**config.mk**
```make
export PLATFORM = sky130hd
export DESIGN_NAME = hazard_ctrl
export DESIGN_NICKNAME = d
export VERILOG_FILES = /design/src/rtl/hazard_ctrl.sv
export SDC_FILE = /design/constraint.sdc
export NUM_CORES = 1
export LEC_CHECK = 0
export CAP_MARGIN = 20
export CORE_UTILIZATION = 53
export CTS_CLUSTER_DIAMETER = 30
export CTS_CLUSTER_SIZE = 16
export DETAILED_ROUTE_END_ITERATION = 10
export HOLD_SLACK_MARGIN = 0.1
export PLACE_DENSITY = 0.84
export SLEW_MARGIN = 20
export SYNTH_ARGS = -nofsm -noshare
export SYNTH_HDL_FRONTEND = slang
export SYNTH_SLANG_ARGS = --single-unit
```
**constraint.sdc**
```tcl
create_clock -name clk -period 2.75 [get_ports clk]
set_input_delay 0.55 -clock clk [delete_from_list [all_inputs] [get_ports clk]]
set_output_delay 0.55 -clock clk [all_outputs]
set_load 0.005 [all_outputs]
```
**src/rtl/hazard_ctrl.sv**
```systemverilog
// Hazard controller for the 5-stage F/D/E/M/W pipeline: stall/bubble generation,
// operand forwarding selects, and multiply/divide busy sequencing.
module hazard_ctrl #(
    parameter int MULT_LAT = 5,
    parameter int DIV_LAT  = 10,
    parameter int CNT_W    = 4
) (
    input  logic       clk,
    input  logic       rst_n,
    input  logic       d_valid,
    input  logic [4:0] d_rs_addr,
    input  logic [4:0] d_rt_addr,
    input  logic [1:0] d_tuse_rs,
    input  logic [1:0] d_tuse_rt,
    input  logic [4:0] d_dst_addr,
    input  logic [1:0] d_tnew,
    input  logic       d_md_start,
    input  logic       d_md_div,
    input  logic       d_md_use,
    output logic       pc_enable,
    output logic       d_enable,
    output logic       e_flush,
    output logic [1:0] fm_d1,
    output logic [1:0] fm_d2,
    output logic [1:0] fm_e1,
    output logic [1:0] fm_e2,
    output logic       md_busy
);

    logic [4:0]       e_dst, e_rs, e_rt, m_dst, w_dst;
    logic [1:0]       e_tnew, m_tnew;
    logic             e_md, e_div;
    logic [CNT_W-1:0] md_cnt;

    logic hz_rs, hz_rt, hz_md, stall;

    function automatic logic src_hazard(
        input logic [4:0] addr,
        input logic [1:0] tuse,
        input logic [4:0] edst,
        input logic [1:0] etnew,
        input logic [4:0] mdst,
        input logic [1:0] mtnew
    );
        logic hit;
        hit = 1'b0;
        if (addr != 5'd0 && tuse != 2'd3) begin
            if (edst == addr && etnew > tuse) hit = 1'b1;
            if (mdst == addr && mtnew > tuse) hit = 1'b1;
        end
        return hit;
    endfunction

    // Younger producer is checked first so it wins on a multiple match.
    function automatic logic [1:0] fwd_sel(
        input logic [4:0] addr,
        input logic [4:0] young_dst,
        input logic       young_rdy,
        input logic [4:0] old_dst,
        input logic       old_rdy
    );
        logic [1:0] sel;
        sel = 2'd0;
        if (addr != 5'd0) begin
            if (young_dst == addr && young_rdy)    sel = 2'd1;
            else if (old_dst == addr && old_rdy)   sel = 2'd2;
        end
        return sel;
    endfunction

    always_comb begin
        hz_rs = src_hazard(d_rs_addr, d_tuse_rs, e_dst, e_tnew, m_dst, m_tnew);
        hz_rt = src_hazard(d_rt_addr, d_tuse_rt, e_dst, e_tnew, m_dst, m_tnew);
        hz_md = d_md_use && ((md_cnt != '0) || e_md);
        stall = d_valid && (hz_rs || hz_rt || hz_md);

        pc_enable = !stall;
        d_enable  = !stall;
        e_flush   = stall;

        // W never needs a D-stage select: the register file writes through.
        fm_d1 = fwd_sel(d_rs_addr, e_dst, (e_tnew == 2'd0), m_dst, (m_tnew == 2'd0));
        fm_d2 = fwd_sel(d_rt_addr, e_dst, (e_tnew == 2'd0), m_dst, (m_tnew == 2'd0));
        fm_e1 = fwd_sel(e_rs, m_dst, (m_tnew == 2'd0), w_dst, 1'b1);
        fm_e2 = fwd_sel(e_rt, m_dst, (m_tnew == 2'd0), w_dst, 1'b1);

        md_busy = (md_cnt != '0);
    end

    always_ff @(posedge clk or negedge rst_n) begin
        if (!rst_n) begin
            e_dst  <= 5'd0;
            e_tnew <= 2'd0;
            e_rs   <= 5'd0;
            e_rt   <= 5'd0;
            e_md   <= 1'b0;
            e_div  <= 1'b0;
            m_dst  <= 5'd0;
            m_tnew <= 2'd0;
            w_dst  <= 5'd0;
            md_cnt <= '0;
        end else begin
            if (stall || !d_valid) begin
                e_dst  <= 5'd0;
                e_tnew <= 2'd0;
                e_rs   <= 5'd0;
                e_rt   <= 5'd0;
                e_md   <= 1'b0;
                e_div  <= 1'b0;
            end else begin
                e_dst  <= d_dst_addr;
                e_tnew <= d_tnew;
                e_rs   <= d_rs_addr;
                e_rt   <= d_rt_addr;
                e_md   <= d_md_start;
                e_div  <= d_md_div;
            end

            m_dst  <= e_dst;
            m_tnew <= (e_tnew == 2'd0) ? 2'd0 : e_tnew - 2'd1;
            w_dst  <= m_dst;

            // The count starts as the mult/div leaves E; e_md covers its cycle in E.
            if (e_md)
                md_cnt <= e_div ? CNT_W'(DIV_LAT) : CNT_W'(MULT_LAT);
            else if (md_cnt != '0)
                md_cnt <= md_cnt - CNT_W'(1);
        end
    end

endmodule

```
Word level (Yosys, flattened, before mapping)
Index checks and enable logic that the tools add are counted.
- bits in registers: 35
- output and inout bits: 12
- logic and storage cells: 82
- equality and inequality tests: 10
- mux-type cells: 28
- order comparisons: 4
- reduce and logical (&&, ||, !) cells: 28
- add/sub/neg operators: 2
- operator list (cell ; number):
    5-bit == test ; 8
    2-bit two-way mux ; 14
    5-bit nonzero test ; 4
    5-bit two-way mux ; 3
    1-bit logical AND ; 14
    4-bit two-way mux ; 3
    2-bit greater-than comparator ; 4
    1-bit two-way mux ; 8
    2-bit zero test ; 2
    1-bit logical OR ; 4
    2-bit != test (second input constant) ; 2
    4-bit nonzero test ; 1
    4-bit by 1-bit subtractor with 4-bit output (second input constant) ; 1
    1-bit zero test ; 2
    2-bit nonzero test ; 1
    2-bit by 1-bit subtractor with 2-bit output (second input constant) ; 1

Logic depth before layout (Yosys ltp)
Gate-level depths: netlist (run 1).
- word-level depth: 10
- depth in mapped cells: 9
- gate-level depth less buffers: 7

Least setup slack after synthesis (run 1)
OpenSTA, ideal clock, no wires.
- kind: input port to output port
- start point: in d_tuse_rs[1]
- end point: out pc_enable
- cell stages on the path: 8
- path buffers: 2
- arrival: 2047 ps
- slack: 153 ps
- cell sequence: inv_1 -> ha_1 -> a21oi_1 -> a2111o_1 -> a221oi_2 -> buf_4 -> o31ai_1 -> buf_4
- longest elaborated chain between the ends: 9
- elaborated cells on any way between the ends: 13
- ends and longest elaborated chain (element ; RTL line ; RTL):
    start, declared ; 13 ; input logic [1:0] d_tuse_rs,
    2-bit greater-than comparator ; 48 ; if (edst == addr && etnew > tuse) hit = 1'b1;
    1-bit logical AND ; 48 ;
    1-bit two-way mux ; 48 ;
    1-bit two-way mux ; 49 ; if (mdst == addr && mtnew > tuse) hit = 1'b1;
    1-bit two-way mux * ; 47 ; if (addr != 5'd0 && tuse != 2'd3) begin
    1-bit logical OR * (2 in a row) ; 75 ; stall = d_valid && (hz_rs || hz_rt || hz_md);
    1-bit logical AND * ; 75 ;
    1-bit zero test * ; - ;
    end, declared ; 20 ; output logic pc_enable,
Mark *: on every way between the ends. The rest lies on a longest branch, timed or not.

Worst setup path in the final report (run 1)
- start point: in d_tuse_rt[1]
- end point: out e_flush
- longest elaborated chain between the ends: 8
- elaborated cells on any way between the ends: 12
- ends and longest elaborated chain (element ; RTL line ; RTL):
    start, declared ; 14 ; input logic [1:0] d_tuse_rt,
    2-bit greater-than comparator ; 48 ;
    1-bit logical AND ; 48 ;
    1-bit two-way mux ; 48 ;
    1-bit two-way mux ; 49 ;
    1-bit two-way mux * ; 47 ;
    1-bit logical OR * (2 in a row) ; 75 ;
    1-bit logical AND * ; 75 ;
    end, declared ; 22 ; output logic e_flush,
Marks and branches as above.

==> results of run 1 <==
[layout make-up]
type	count	area, um^2	share of cell area (%)
Timing Repair Buffer	69	583	19.9
Inverter	11	41.3	1.41
Clock buffer	6	82.6	2.82
Sequential cell	35	877	29.9
Tap cell	48	60.1	2.05
Multi-Input combinational cell	143	1280	43.7
Clock inverter	1	5.00	0.171
[worst max path at each step]
stage	slack [ns]	cells past startpoint	to
2_1_floorplan	0.15	8	pc_enable
3_3_place_gp	-0.58	8	e_flush
3_5_place_dp	-0.66	8	e_flush
4_1_cts	0.003	7	d_enable
5_1_grt	-0.01	6	e_flush
6_report	0.04	8	e_flush
[per-stage QoR]
step | utilization (%) | TNS (ns) | total power (uW)
final | 77.2 | 0 | 1540
after global routing | 77.2 | -0.0175 | 1640
after floorplan | - | 0 | 962
after detailed placement | 73.6 | -3.73 | 1170
after CTS | 76.0 | 0 | 1540
after global placement | 73.6 | -2.91 | 1140
[report_power, final]
| part | internal, uW | switching (uW) | total [uW] |
|---|---|---|---|
| clock | 196 | 177 | 373 |
| combinational | 275 | 251 | 526 |
| sequential | 581 | 61.5 | 643 |
| total | 1050 | 489 | 1540 |
[critical path, delay by kind of cell]
family	cells	cell delay [ns]
AOI/OAI and AO/OA	4	0.65
buffers and inverters	3	0.68
adders and majority gates	1	0.28
[cells in the mapped netlist, drive strengths merged]
master / number / area share (%)
a2111o: 1 / 0.52
a211o: 2 / 0.86
a21o: 1 / 0.34
a21oi: 11 / 2.5
a221oi: 1 / 0.69
and2: 2 / 0.57
buf: 6 / 2.6
dfrtp: 35 / 40
ha: 10 / 5.7
inv: 11 / 1.9
nand2: 3 / 0.52
nand2b: 1 / 0.29
nand3: 6 / 1.4
nand4: 3 / 0.86
nand4b: 1 / 0.40
nor2: 10 / 1.7
nor2b: 1 / 0.29
nor3: 9 / 2.1
nor4: 4 / 1.1
nor4b: 20 / 13
o21a: 2 / 0.69
o21ai: 5 / 2.0
o31a: 1 / 0.40
o31ai: 2 / 0.69
or2: 1 / 0.29
or3: 3 / 0.86
or4: 3 / 1.2
xnor2: 20 / 8.0
xor2: 20 / 8.0
[placed cells by master, fill, tap and decap left out, types with 5 or more instances in the layout]
master           instances
nor2_1                   8
dfrtp_1                 34
inv_1                   10
a21oi_1                 10
nor3_1                   8
clkdlybuf4s50_1         16
clkbuf_2                 5
xnor2_1                 18
ha_1                     9
nor4b_2                 19
nand3_1                  6
xor2_1                  20
buf_4                   30
dlygate4sd2_1            8
clkbuf_8                 6
[flip-flops by register name, summed over array words and instances (netlist names)]
register and flops:
e_dst 5, e_rs 5, e_rt 5, m_dst 5
w_dst 5, md_cnt 4, e_tnew 2, m_tnew 2
e_div 1, e_md 1
[cell families (layout without fill, tap and decap cells)]
family | after synthesis | count (layout) | share of synthesized area (%)
fa+ha+maj | 10 | 10 | 5.72
xor+xnor | 40 | 40 | 16.0
flops | 35 | 35 | 40.1
buf+inv | 17 | 87 | 4.46
simple gates | 67 | 67 | 25.0
compound gates | 26 | 26 | 8.70
[what timing repair did]
item | in CTS | in global routing
gates resized for setup | 35 | 21
endpoints found under the setup margin | 7 | 6
pin swaps | 16 | 18
setup buffers | 2 | 2
[layer usage]
| layer | vias to the layer above | GRT usage [%] | wire length (um) |
|---|---|---|---|
| li1 | 843 | - | - |
| met1 | 867 | 29.3 | 2100 |
| met2 | 55 | 47.8 | 2760 |
| met3 | 19 | 6.03 | 188 |
| met4 | 0 | 13.8 | 221 |
| met5 | - | 0 | 0 |
==> flow_summary.ini, run 1 <==
[final_layout]
antenna_cells = 0
post-route-cell-area_um2 = 2930
fin_nets = 302
drive_above_1_share_pct = 31.7
syn2layout_area_growth_pct = 34.1
finalNonFillerCells = 313
fillerInstances = 247

[floorplan]
die_h_um = 66.2
top_level_ports = 39
die_w_um = 66.2
row_count = 22
die_area_um2 = 4390
core_area_um2 = 3800
initial_utilization_pct = 57.5

[placement]
dp.cells = 302
numPortBuffers = 38
place_congestion = 0.826
hpwl_um = 3930
preCtsSetupSlack_ns = -0.662
placed_area_um2 = 2800

[clocking]
cts_buffer_depth = 2
cts_buffers = 5
cts_root_buffer = clkbuf_8
cts_tree = done
cts_max_level = 2
clk_pin_slew_ns = 0.07
cts_hold_repair.buffers = 0
clk_latency_ns = 0.29
cts_sinks = 35

[setup_path]
crit_type = input pin to primary output
crit_path_max_incr_delay_ns = 0.49
startpoint = d_tuse_rt[1]
path_max_fanout = 3
cp-start-kind = input pin
r2r_cells = 7
worstPathCellList = clkdlybuf4s50_1, inv_1, ha_4, a21oi_2, a211o_1, o21ai_2, o31a_1, buf_2
r2r_slack_ns = 0.54
timing.rr.start = e_tnew[0]
cp_data_arrival_time_ns = 2.16
crit_path_top_delay_cell = clkdlybuf4s50_1
cp.required_ns = 2.20
crit-reg2reg-capture = e_dst[4]
cp-end-kind = primary output

[power_and_ir_drop]
power.leakage_uw = 0.00137
ir_drop_mv = 0.441
power_density_nw_per_um2 = 526

[sta]
rsz0062_at_grt = true
worst_pin_slew_ns = 0.449
whs_ns = 0.456
finalCritPeriodShare_pct = 98.7
drv_slew = 0
max_clock_freq_mhz = 369
relSlewSlack_pct = 70.1
finalWorstSetupSlack_ns = 0.0365
min_period_ns = 2.71
fin_skew_ns = 0.0139
hold_viol = 0
finalSetupViolCount = 0

[routing]
drc = 0
viasPerCell = 5.70
first_iter_violations = 57
first_pass_iters = 4
vias = 1784
wirelength_um = 5280
drtAntennaViolNets = 0
wl_per_cell_um = 16.9

[logic_synthesis]
netlist_instances = 195
netlist_area_um2 = 2190
ys_types = 35
synth_seq_cells = 35
yosysSeqAreaShare_pct = 40.1
syn_area_per_cell_um2 = 11.2
synthesis.yosys.warnings = 0
syn_nets = 232

[job]
maxCapViolCount = 0

[hold_path]
holdPathEnd = m_dst[0]
hold_class = flop to flop
hold_depth = 0
hold_start = e_dst[0]

[grt]
grt_pass1_wl_um = 8410
grt_antenna_before_repair = 0
grt_overflow_total = 0
grt_max_degree = 36
grt_use_total_pct = 26.8
grt_pass1_vias = 1836

[run_status]
status = complete, no violations
Power figures use the tool's default switching activity.
==> run 2: changes to the inputs <==
SETUP_SLACK_MARGIN = 0.5   (was default)
==> run 2 against run 1 <==
Compared with the run above: the flow now finishes with violations (setup timing); first-iteration DRC count rose by 96%; combinational power is 29% higher; largest power group is now combinational cells; maximum frequency decreased by 5.5%; sequential share of layout area fell by 3.4 points.
==> flow_summary.ini, run 2 (synthesis gave the netlist of run 1 again) <==
[run_status]
status = finished with violations
violations = setup timing

[routing]
viasPerCell = 6.07
wl_per_cell_um = 23.3
drc = 0
vias = 2063
wirelength_um = 7910
first_iter_violations = 112
drtAntennaViolNets = 0
first_pass_iters = 4

[grt]
grt_overflow_total = 0
grt_use_total_pct = 32.8
grt_pass1_wl_um = 10300
grt_antenna_before_repair = 0
grt_max_degree = 36
grt_pass1_vias = 2046

[clocking]
cts_buffer_depth = 2
cts_sinks = 35
cts_max_level = 2
clk_latency_ns = 0.29
cts_root_buffer = clkbuf_8
cts_hold_repair.buffers = 0
cts_tree = done
cts_buffers = 5
clk_pin_slew_ns = 0.07

[placement]
placed_area_um2 = 2850
numPortBuffers = 38
hpwl_um = 3890
place_congestion = 0.850

[sta]
relSlewSlack_pct = 70.3
hold_viol = 0
finalCritPeriodShare_pct = 104
finalWorstSetupSlack_ns = -0.123
finalSetupViolCount = 3
fin_skew_ns = 0.00378
rsz0062_at_grt = true
worst_pin_slew_ns = 0.445
max_clock_freq_mhz = 348
min_period_ns = 2.87
drv_slew = 0

[final_layout]
syn2layout_area_growth_pct = 51.4
fillerInstances = 166
drive_above_1_share_pct = 49.0
final_cell_mix = buf_4, dfrtp_1, xor2_1, xnor2_1, nor4b_2
final_common_cell = buf_4
multiInputGateArea_um2 = 1420
seq_area_um2 = 877
antenna_cells = 0
fin_nets = 328
post-route-cell-area_um2 = 3310
post-route-util_pct = 87.1

[setup_path]
cp_data_arrival_time_ns = 2.32
path_max_fanout = 2
crit_type = flop to primary output
timing.rr.start = m_tnew[1]
cp-end-kind = primary output
startpoint = e_dst[4]
cp.required_ns = 2.20
cp-start-kind = flop

[floorplan]
top_level_ports = 39
die_area_um2 = 4390
core_area_um2 = 3800
initial_utilization_pct = 57.5
die_w_um = 66.2
row_count = 22
die_h_um = 66.2

[hold_path]
hold_class = flop to flop
hold_start = e_dst[3]

[power_and_ir_drop]
power.leakage_uw = 0.00150
power_uw = 1710
power_density_nw_per_um2 = 517
ir_drop_mv = 0.526

[job]
maxCapViolCount = 0
run 2: path summary, 6_finish.rpt:
check,to,slack (ns),cells past startpoint
setup / recovery,e_flush,-0.12,8
hold / removal,m_dst[3],0.51,0
min in group asynchronous,md_cnt[0],0.73,2
setup reg to reg,e_rt[0],0.36,9
max in group asynchronous,m_tnew[1],1.68,2
hold reg to reg,m_dst[3],0.51,0
run 2: area by class of cell:
type / count / area share [%]
multi-input cells: 143 / 42.9
flip-flops and latches: 35 / 26.5
repair buffers: 95 / 24.6
clock buffers: 6 / 2.19
well taps: 48 / 1.81
inverters: 11 / 1.63
clock inverters: 2 / 0.378
run 2: per-layer routing:
metal | track usage [%] | vias to the layer above | part of all wire (%)
met5 | 0 | - | 0
met4 | 19.9 | 0 | 7.3
met3 | 4.31 | 44 | 5.4
met2 | 57.5 | 101 | 51
met1 | 37.5 | 1023 | 37
li1 | - | 895 | -
run 2: where the power goes:
group	switching (uW)	leakage, uW	internal [uW]
clock	200	0.0000412	177
combinational	336	0.000999	344
sequential	72.7	0.000462	581
run 2: critical path, stage by stage (launching register included):
cell      delay, ns
dfrtp_1        0.44
xnor2_2        0.21
nand4_1        0.15
a2111o_1       0.46
a221oi_4       0.29
buf_4          0.17
buf_6          0.09
o31a_1         0.12
buf_2          0.11
run 2: timing repair:
item,4_1_cts,5_1_grt
pin swaps,27,20
endpoints found under the setup margin,31,31
resized for setup,117,23
hold endpoints to repair,0,0
setup buffers,20,7
run 2: stage by stage:
step / worst slack, ns / instances / hold WS [ns] / TNS, ns
finish: -0.123 / 340 / 0.512 / -0.350
global route: -0.167 / 340 / 0.504 / -0.489
CTS: -0.0399 / 333 / 0.473 / -0.0742
detailed placement: -0.829 / 305 / 0.458 / -4.54
global placement: -0.775 / 305 / 0.450 / -3.63
floorplan: 0.239 / 195 / 0.254 / 0
